`src/rtl/btb_cert_update_queue.sv`:
```
// Retire-side FIFO that feeds certain-update writes to every BTB way, holding its head while fetch1 writes speculatively.
// Optional BTB_CERT_COALESCE_EN merges a push into the youngest entry when the PC matches.
module btb_cert_update_queue #(
  parameter int DEPTH = 8,
  parameter int AW    = 3
) (
  input  logic          clock,
  input  logic          reset_n,
  input  logic          rt_br_valid_i,
  input  logic [63:0]   rt_br_pc_i,
  input  logic          rt_br_dir_i,
  input  logic [63:0]   rt_br_tar_i,
  output logic          rt_br_ready_o,
  input  logic          btb_we_spec_i,
  output logic          btb_we_cert_o,
  output logic [63:0]   btb_brpc_cert_o,
  output logic          btb_brdir_cert_o,
  output logic [63:0]   btb_brtar_cert_o,
  output logic [AW:0]   q_count_o,
  output logic [15:0]   stall_cnt_o
);

  // Handshake: an entry is accepted on any edge where rt_br_valid_i && rt_br_ready_o;
  // the head is consumed on any edge where btb_we_cert_o is high.
  localparam logic [AW:0] FULL = (AW+1)'(DEPTH);

  logic [63:0]   pc_mem  [DEPTH];
  logic          dir_mem [DEPTH];
  logic [63:0]   tar_mem [DEPTH];

  logic [AW-1:0] rd_ptr;
  logic [AW-1:0] wr_ptr;
  logic [AW:0]   count;
  logic [15:0]   stall_cnt;
  logic          push;
  logic          pop;
  logic          coalesce;
  logic          alloc;

  assign rt_br_ready_o = (count != FULL);
  assign push          = rt_br_valid_i && rt_br_ready_o;
  assign btb_we_cert_o = (count != '0) && !btb_we_spec_i;
  assign pop           = btb_we_cert_o;

`ifdef BTB_CERT_COALESCE_EN
  logic [AW-1:0] young_ptr;
  assign young_ptr = wr_ptr - AW'(1);
  // A youngest entry that is leaving this cycle cannot absorb the update.
  assign coalesce  = push && (count != '0) && (rt_br_pc_i == pc_mem[young_ptr])
                     && !((count == (AW+1)'(1)) && pop);
`else
  assign coalesce  = 1'b0;
`endif

  assign alloc = push && !coalesce;

  assign btb_brpc_cert_o  = pc_mem[rd_ptr];
  assign btb_brdir_cert_o = dir_mem[rd_ptr];
  assign btb_brtar_cert_o = tar_mem[rd_ptr];
  assign q_count_o        = count;
  assign stall_cnt_o      = stall_cnt;

  // Entry storage carries no reset; contents are meaningless while count is 0.
  always_ff @(posedge clock) begin
    if (alloc) begin
      pc_mem[wr_ptr]  <= rt_br_pc_i;
      dir_mem[wr_ptr] <= rt_br_dir_i;
      tar_mem[wr_ptr] <= rt_br_tar_i;
    end
`ifdef BTB_CERT_COALESCE_EN
    else if (coalesce) begin
      dir_mem[young_ptr] <= rt_br_dir_i;
      tar_mem[young_ptr] <= rt_br_tar_i;
    end
`endif
  end

  always_ff @(posedge clock or negedge reset_n) begin
    if (!reset_n) begin
      rd_ptr    <= '0;
      wr_ptr    <= '0;
      count     <= '0;
      stall_cnt <= '0;
    end else begin
      if (alloc) wr_ptr <= wr_ptr + AW'(1);
      if (pop)   rd_ptr <= rd_ptr + AW'(1);
      case ({alloc, pop})
        2'b10:   count <= count + (AW+1)'(1);
        2'b01:   count <= count - (AW+1)'(1);
        default: count <= count;
      endcase
      if (btb_we_spec_i && (count != '0) && (stall_cnt != 16'hFFFF))
        stall_cnt <= stall_cnt + 16'd1;
    end
  end

endmodule

```
`config.mk`:
```
export PLATFORM = sky130hd
export DESIGN_NAME = btb_cert_update_queue
export DESIGN_NICKNAME = d
export VERILOG_FILES = /design/src/rtl/btb_cert_update_queue.sv
export SDC_FILE = /design/constraint.sdc
export NUM_CORES = 1
export LEC_CHECK = 0
export CORE_ASPECT_RATIO = 1.25
export CORE_MARGIN = 1
export CORE_UTILIZATION = 55
export CTS_BUF_LIST = sky130_fd_sc_hd__clkbuf_4 sky130_fd_sc_hd__clkbuf_8
export DETAILED_ROUTE_END_ITERATION = 10
export PLACE_DENSITY = 0.75
export SLEW_MARGIN = 15
export SYNTH_ARGS = -nofsm -noshare
export SYNTH_HDL_FRONTEND = slang
export SYNTH_SLANG_ARGS = --single-unit
export TNS_END_PERCENT = 1
```
`constraint.sdc`:
```
create_clock -name clock -period 13.15 [get_ports clock]
set_input_delay 2.63 -clock clock [delete_from_list [all_inputs] [get_ports clock]]
set_output_delay 2.63 -clock clock [all_outputs]
set_load 0.02 [all_outputs]
```
==> out/qor.csv, run 1 <==
metric;value;unit
Die Footprint;0.0740;mm^2
core box area;0.0721;mm^2
mapped cell area;0.0401;mm^2
clock slew at reported path FFs;0.06;ns
Cell Pwr Density;227;mW/mm^2
Setup Fix Bufs, Post-CTS;0;
Crit path required time;10.52;ns
R2R Setup Slk;9.32;ns
CTS Buf Count;159;
FF-to-FF path depth;6;
setup ws final;6.17;ns
fin cells;3079;
Cell Chain, Critical Path;buf_12 -> mux4_2 -> mux2_2 -> clkdlybuf4s50_1;
CTS tree;built;
Root Driver;clkbuf_8;
Die X;244;um
routed len/inst;25.8;um
GP Congestion;0.718;
Mapped Cells;1620;
placed cell count;2802;
synthesis-to-finish area growth;17.2;%
Hold Path Class;flop to flop;
FF+latch count, synth;1058;
clock buffer depth;3;
hold_ws;0.519;ns
Detail Placement HPWL;39600;um
CP endpoint kind;output port;
ys async rst share;0.0246;
Critical Path AT;4.35;ns
Hold Vio Cnt, Final;0;
clock period minus worst slack;6.98;ns
period utilization;0.531;
Placed Area;0.0440;mm^2
antenna viol nets, final;0;
RSZ-0062 raised after global routing;false;
Syn. warnings;0;
launch point of the worst reg-to-reg path;q_count_o[0];
RR Endpoint;pc_mem[2][50];
Pre-antenna DRT Iters;5;
GRT Resource Usage Total;0.221;
CP Launch Type;flop;
max-cap viol count;0;
register area share after synthesis;0.789;
DRC violation count after routing;0;
status;finished, final reports clean;
hold_sp;stall_cnt_o[10];
most common cell after layout, fill and taps aside;edfxtp_1;
initial antenna violation count;15;
drt initial violations;1175;
largest net degree at the start of global routing;165;
leakage;15.0;nW
clock insertion delay at the later pin of the skew report;0.80;ns
Max-slew headroom;0.193;
final wirelength;79500;um
maximum vdd ir drop;296;uV
worst clock skew;0.0243;ns
final setup TNS;0;ns
Post-Place Worst Slack;6.30;ns
CTS resizes;0;
number of synthesized flops with an enable pin;1032;
nets@finish;2150;
slowest cell on the critical path;dfrtp_4;
worst slew pin tran;1.21;ns
FMAX;143;MHz
remaining global-route overflow;0;
hold endpoint;stall_cnt_o[10];
CTS Hold Bufs;0;
clk sinks;1058;
Yosys cell types;43;
Hold Path Cell Cnt;1;
vias in the first global route;19700;
slowest stage delay, CP;1.09;ns
Initial Util;0.556;
buffers added on ports;283;
critical path class;flop to output port;
top library cells by usage in the layout, fill and taps aside;edfxtp_1, clkdlybuf4s50_1, mux4_2, clkbuf_8, mux2_2;
drt via density;5.87;
Finished Cell Area;0.0470;mm^2
Final setup viols;0;
Vias;18100;
first-pass GRT wire length;120000;um
worst-path fanout max;119;
die height;304;um
Avg Synthesized Cell Area;24.8;um^2
share of post-route cells with drive strength above 1;0.314;
# IOs;284;
Max Slew Vio Count;0;
Post-Syn Nets;1759;
row cnt;110;
H-Tree Depth;4;
prevailing post-synth register cell;edfxtp_1;
[final cells by class]
type | count | area (um^2)
clock inverter | 65 | 420
sequential | 1058 | 31700
tap | 952 | 1190
clock buffer | 206 | 2570
timing repair buffer | 305 | 3100
multi-input combinational | 487 | 8070
fill | 4653 | 25100
antenna | 6 | 15.0
[where the power goes]
part | internal [W] | switching, W
combinational | 0.00181 | 0.00181
clock | 0.00135 | 0.00120
sequential | 0.00424 | 0.000242
[cell usage after synthesis, types with 3 or more instances]
| cell | number | area [um^2] |
|---|---|---|
| dfrtp_1 | 26 | 651 |
| a21oi_1 | 3 | 15.0 |
| nor3_1 | 7 | 35.0 |
| clkbuf_1 | 24 | 90.1 |
| xor2_1 | 15 | 131 |
| nand2_1 | 9 | 33.8 |
| mux2_2 | 132 | 1490 |
| mux4_2 | 258 | 5810 |
| buf_6 | 24 | 270 |
| nor4_1 | 3 | 18.8 |
| buf_1 | 15 | 56.3 |
| xnor2_1 | 5 | 43.8 |
| edfxtp_1 | 1032 | 31000 |
| buf_2 | 12 | 60.1 |
| nand3_1 | 9 | 45.0 |
| nor2_1 | 11 | 41.3 |
| ha_1 | 6 | 75.1 |
[sequential cells by signal (all words and copies together) (netlist names)]
register	flops
pc_mem	512
tar_mem	512
stall_cnt_o	16
dir_mem	8
q_count_o	4
rd_ptr	3
wr_ptr	3
[routing by layer]
layer,up-vias,part of all wire,GRT usage
met2,556,0.50,0.359
met5,-,0.0015,0
met3,131,0.067,0.0610
met1,9617,0.41,0.294
li1,7750,-,-
met4,18,0.017,0.0674
[per-stage QoR]
step	power, W	util
after floorplan	0.00694	-
after global placement	0.00817	0.610
after detailed placement	0.00823	0.610
after CTS	0.0108	0.652
after global routing	0.0111	0.652
final	0.0107	0.652
[worst max path at each step]
stage	from	endpoint	slack (ns)
2_1_floorplan	rt_br_valid_i	dir_mem[0]	0.60
3_3_place_gp	btb_we_spec_i	btb_we_cert_o	6.32
3_5_place_dp	btb_we_spec_i	btb_we_cert_o	6.30
4_1_cts	rd_ptr[0]	btb_brtar_cert_o[31]	6.00
5_1_grt	rd_ptr[0]	btb_brtar_cert_o[33]	5.85
6_report	rd_ptr[0]	btb_brpc_cert_o[49]	6.17
[kinds of logic (layout without fill, tap and decap cells)]
family,count (synthesis),in the layout,synth area share
AO/OA/AOI/OAI,10,10,0.00234
XOR/XNOR,20,20,0.00437
adder cells (fa/ha/maj),6,6,0.00187
buffers and inverters,75,576,0.0119
flip-flops,1058,1058,0.789
multiplexers,391,391,0.182
other,0,6,0
AND/OR/NAND/NOR,60,60,0.00892
[critical path: cells and delay by family, from the launching register on]
kind                   cells  cell delay [ns]
multiplexers               2             0.89
flip-flops                 1             1.09
buffers and inverters      2             1.37
No activity file was read; power rests on OpenSTA's default activity.
==> run 2: changes to the inputs <==
clock period = 6.6 ns   (was 13.15 ns; I/O delays follow)
==> run 2 against run 1 <==
  * Routed wire length rose by 0.37%
  * Sequential cell count did not move
  * Largest power group unchanged
  * Sequential share of layout area fell by 0.40 points
  * Global-route usage rose by 0.057 points
  * Worst hold slack got worse by 0.0021 ns
  * First-iteration DRC count rose by 2.2%
  * Combinational power rose by 100%
  * Final area rose by 0.59%
  * Sequential power rose by 99%
  * Setup slack got worse by 4.7 ns
==> out/qor.csv, run 2 (same netlist as run 1, synthesis figures left out) <==
metric;value;unit
status;finished, final reports clean;
worst slew pin tran;1.11;ns
H-Tree Depth;4;
Max Slew Vio Count;0;
Vias;18200;
maximum vdd ir drop;460;uV
largest net degree at the start of global routing;120;
nets@finish;2160;
CP endpoint kind;output port;
CTS resizes;0;
placed cell count;2812;
Max-slew headroom;0.263;
met1 Use GR;0.290;
GP Congestion;0.708;
# IOs;284;
routed len/inst;25.7;um
Finished Cell Area;0.0473;mm^2
CTS Buf Count;159;
leakage;15.1;nW
Fill cells;4609;
worst-path fanout max;67;
buffers added on ports;283;
Detail Placement HPWL;42200;um
DRC violation count after routing;0;
period utilization;0.773;
Cell Pwr Density;453;mW/mm^2
final setup TNS;0;ns
clk sinks;1058;
Pre-antenna DRT Iters;7;
met3 usage;0.0518;
launch point of the worst reg-to-reg path;q_count_o[0];
top library cells by usage in the layout, fill and taps aside;edfxtp_1, clkdlybuf4s50_1, mux4_2, clkbuf_8, mux2_2;
clock insertion delay at the later pin of the skew report;0.81;ns
row cnt;110;
Initial Util;0.556;
Hold Vio Cnt, Final;0;
clock buffer depth;3;
hold_ws;0.517;ns
drt via density;5.87;
GRT busiest layer;met2;
Die Footprint;0.0740;mm^2
R2R Setup Slk;3.50;ns
clock period minus worst slack;5.10;ns
CP Launch Type;flop;
Final setup viols;0;
RR Endpoint;tar_mem[4][24];
critical path class;flop to output port;
FF-to-FF path depth;5;
final wirelength;79800;um
GRT Resource Usage Total;0.222;
Hold Path Class;primary input to async pin;
max-cap viol count;0;
drt initial violations;1201;
Cell Chain, Critical Path;buf_4 -> mux4_2 -> mux2_2 -> clkdlybuf4s50_1;
worst clock skew;0.0269;ns
Crit path required time;5.28;ns
die height;304;um
vias in the first global route;19900;
share of post-route cells with drive strength above 1;0.320;
CTS Hold Bufs;0;
remaining global-route overflow;0;
FMAX;196;MHz
Setup Fix Bufs, Post-CTS;0;
core box area;0.0721;mm^2
clock slew at reported path FFs;0.07;ns
most common cell after layout, fill and taps aside;edfxtp_1;
first-pass GRT wire length;121000;um
antenna viol nets, final;0;
Die X;244;um
Root Driver;clkbuf_8;
RSZ-0062 raised after global routing;false;
Critical Path AT;3.78;ns
Placed Area;0.0442;mm^2
slowest stage delay, CP;1.09;ns
slowest cell on the critical path;dfrtp_4;
initial antenna violation count;11;
post-layout util;0.656;
fin cells;3106;
synthesis-to-finish area growth;17.9;%
met2 Usage GRT;0.367;
CTS tree;built;
==> run 2: changes by cell type in the layout (fill, tap and decap cells not counted), moves of 2 or more <==
cell      delta
clkinv_2     +3
buf_12       +6
clkbuf_4     +3
diode_2      -2
clkbuf_8     +3
nor3_2       -2
nor3_4       +2
buf_4        +4
clkinv_1     +8
inv_6        +3
==> run 2: metal layers <==
metal | vias to the layer above | part of all wire
met5 | - | 0.0014
met4 | 16 | 0.024
met3 | 162 | 0.065
met2 | 578 | 0.51
met1 | 9697 | 0.40
li1 | 7785 | -
==> run 2: power breakdown <==
part | internal, W | switching, W
registers | 0.00844 | 0.000496
logic | 0.00365 | 0.00362
clock network | 0.00277 | 0.00244
==> run 2: metrics by stage <==
step / setup slack, ns / total power (W)
floorplan: -1.17 / 0.0138
finish: 1.50 / 0.0214
CTS: 1.36 / 0.0217
global route: 1.30 / 0.0223
global placement: 2.32 / 0.0163
detailed placement: 2.27 / 0.0165
==> run 2: worst max-delay path, delay by kind of cell, from the launching register on <==
| kind | cells | cell delay [ns] |
|---|---|---|
| flip-flops | 1 | 1.09 |
| buffers and inverters | 2 | 1.08 |
| multiplexers | 2 | 0.67 |
==> run 2: worst max-delay path by stage <==
stage	depth (start not counted)	slack, ns	from	to
after CTS	4	1.36	rd_ptr[0]	btb_brtar_cert_o[21]
after global routing	4	1.30	rd_ptr[0]	btb_brpc_cert_o[30]
after detailed placement	4	2.27	rd_ptr[0]	btb_brtar_cert_o[21]
after global placement	4	2.32	rd_ptr[0]	btb_brtar_cert_o[21]
final	4	1.50	rd_ptr[1]	btb_brpc_cert_o[22]
after floorplan	3	-1.17	rt_br_valid_i	dir_mem[6]
==> run 2: area by class of cell <==
type | instances | area (um^2) | area share
multi-input cells | 487 | 8080 | 0.171
well taps | 952 | 1190 | 0.0252
clock buffers | 212 | 2640 | 0.0557
repair buffers | 315 | 3240 | 0.0686
flip-flops and latches | 1058 | 31700 | 0.669
diodes | 4 | 10.0 | 0.000212
clock inverters | 78 | 482 | 0.0102
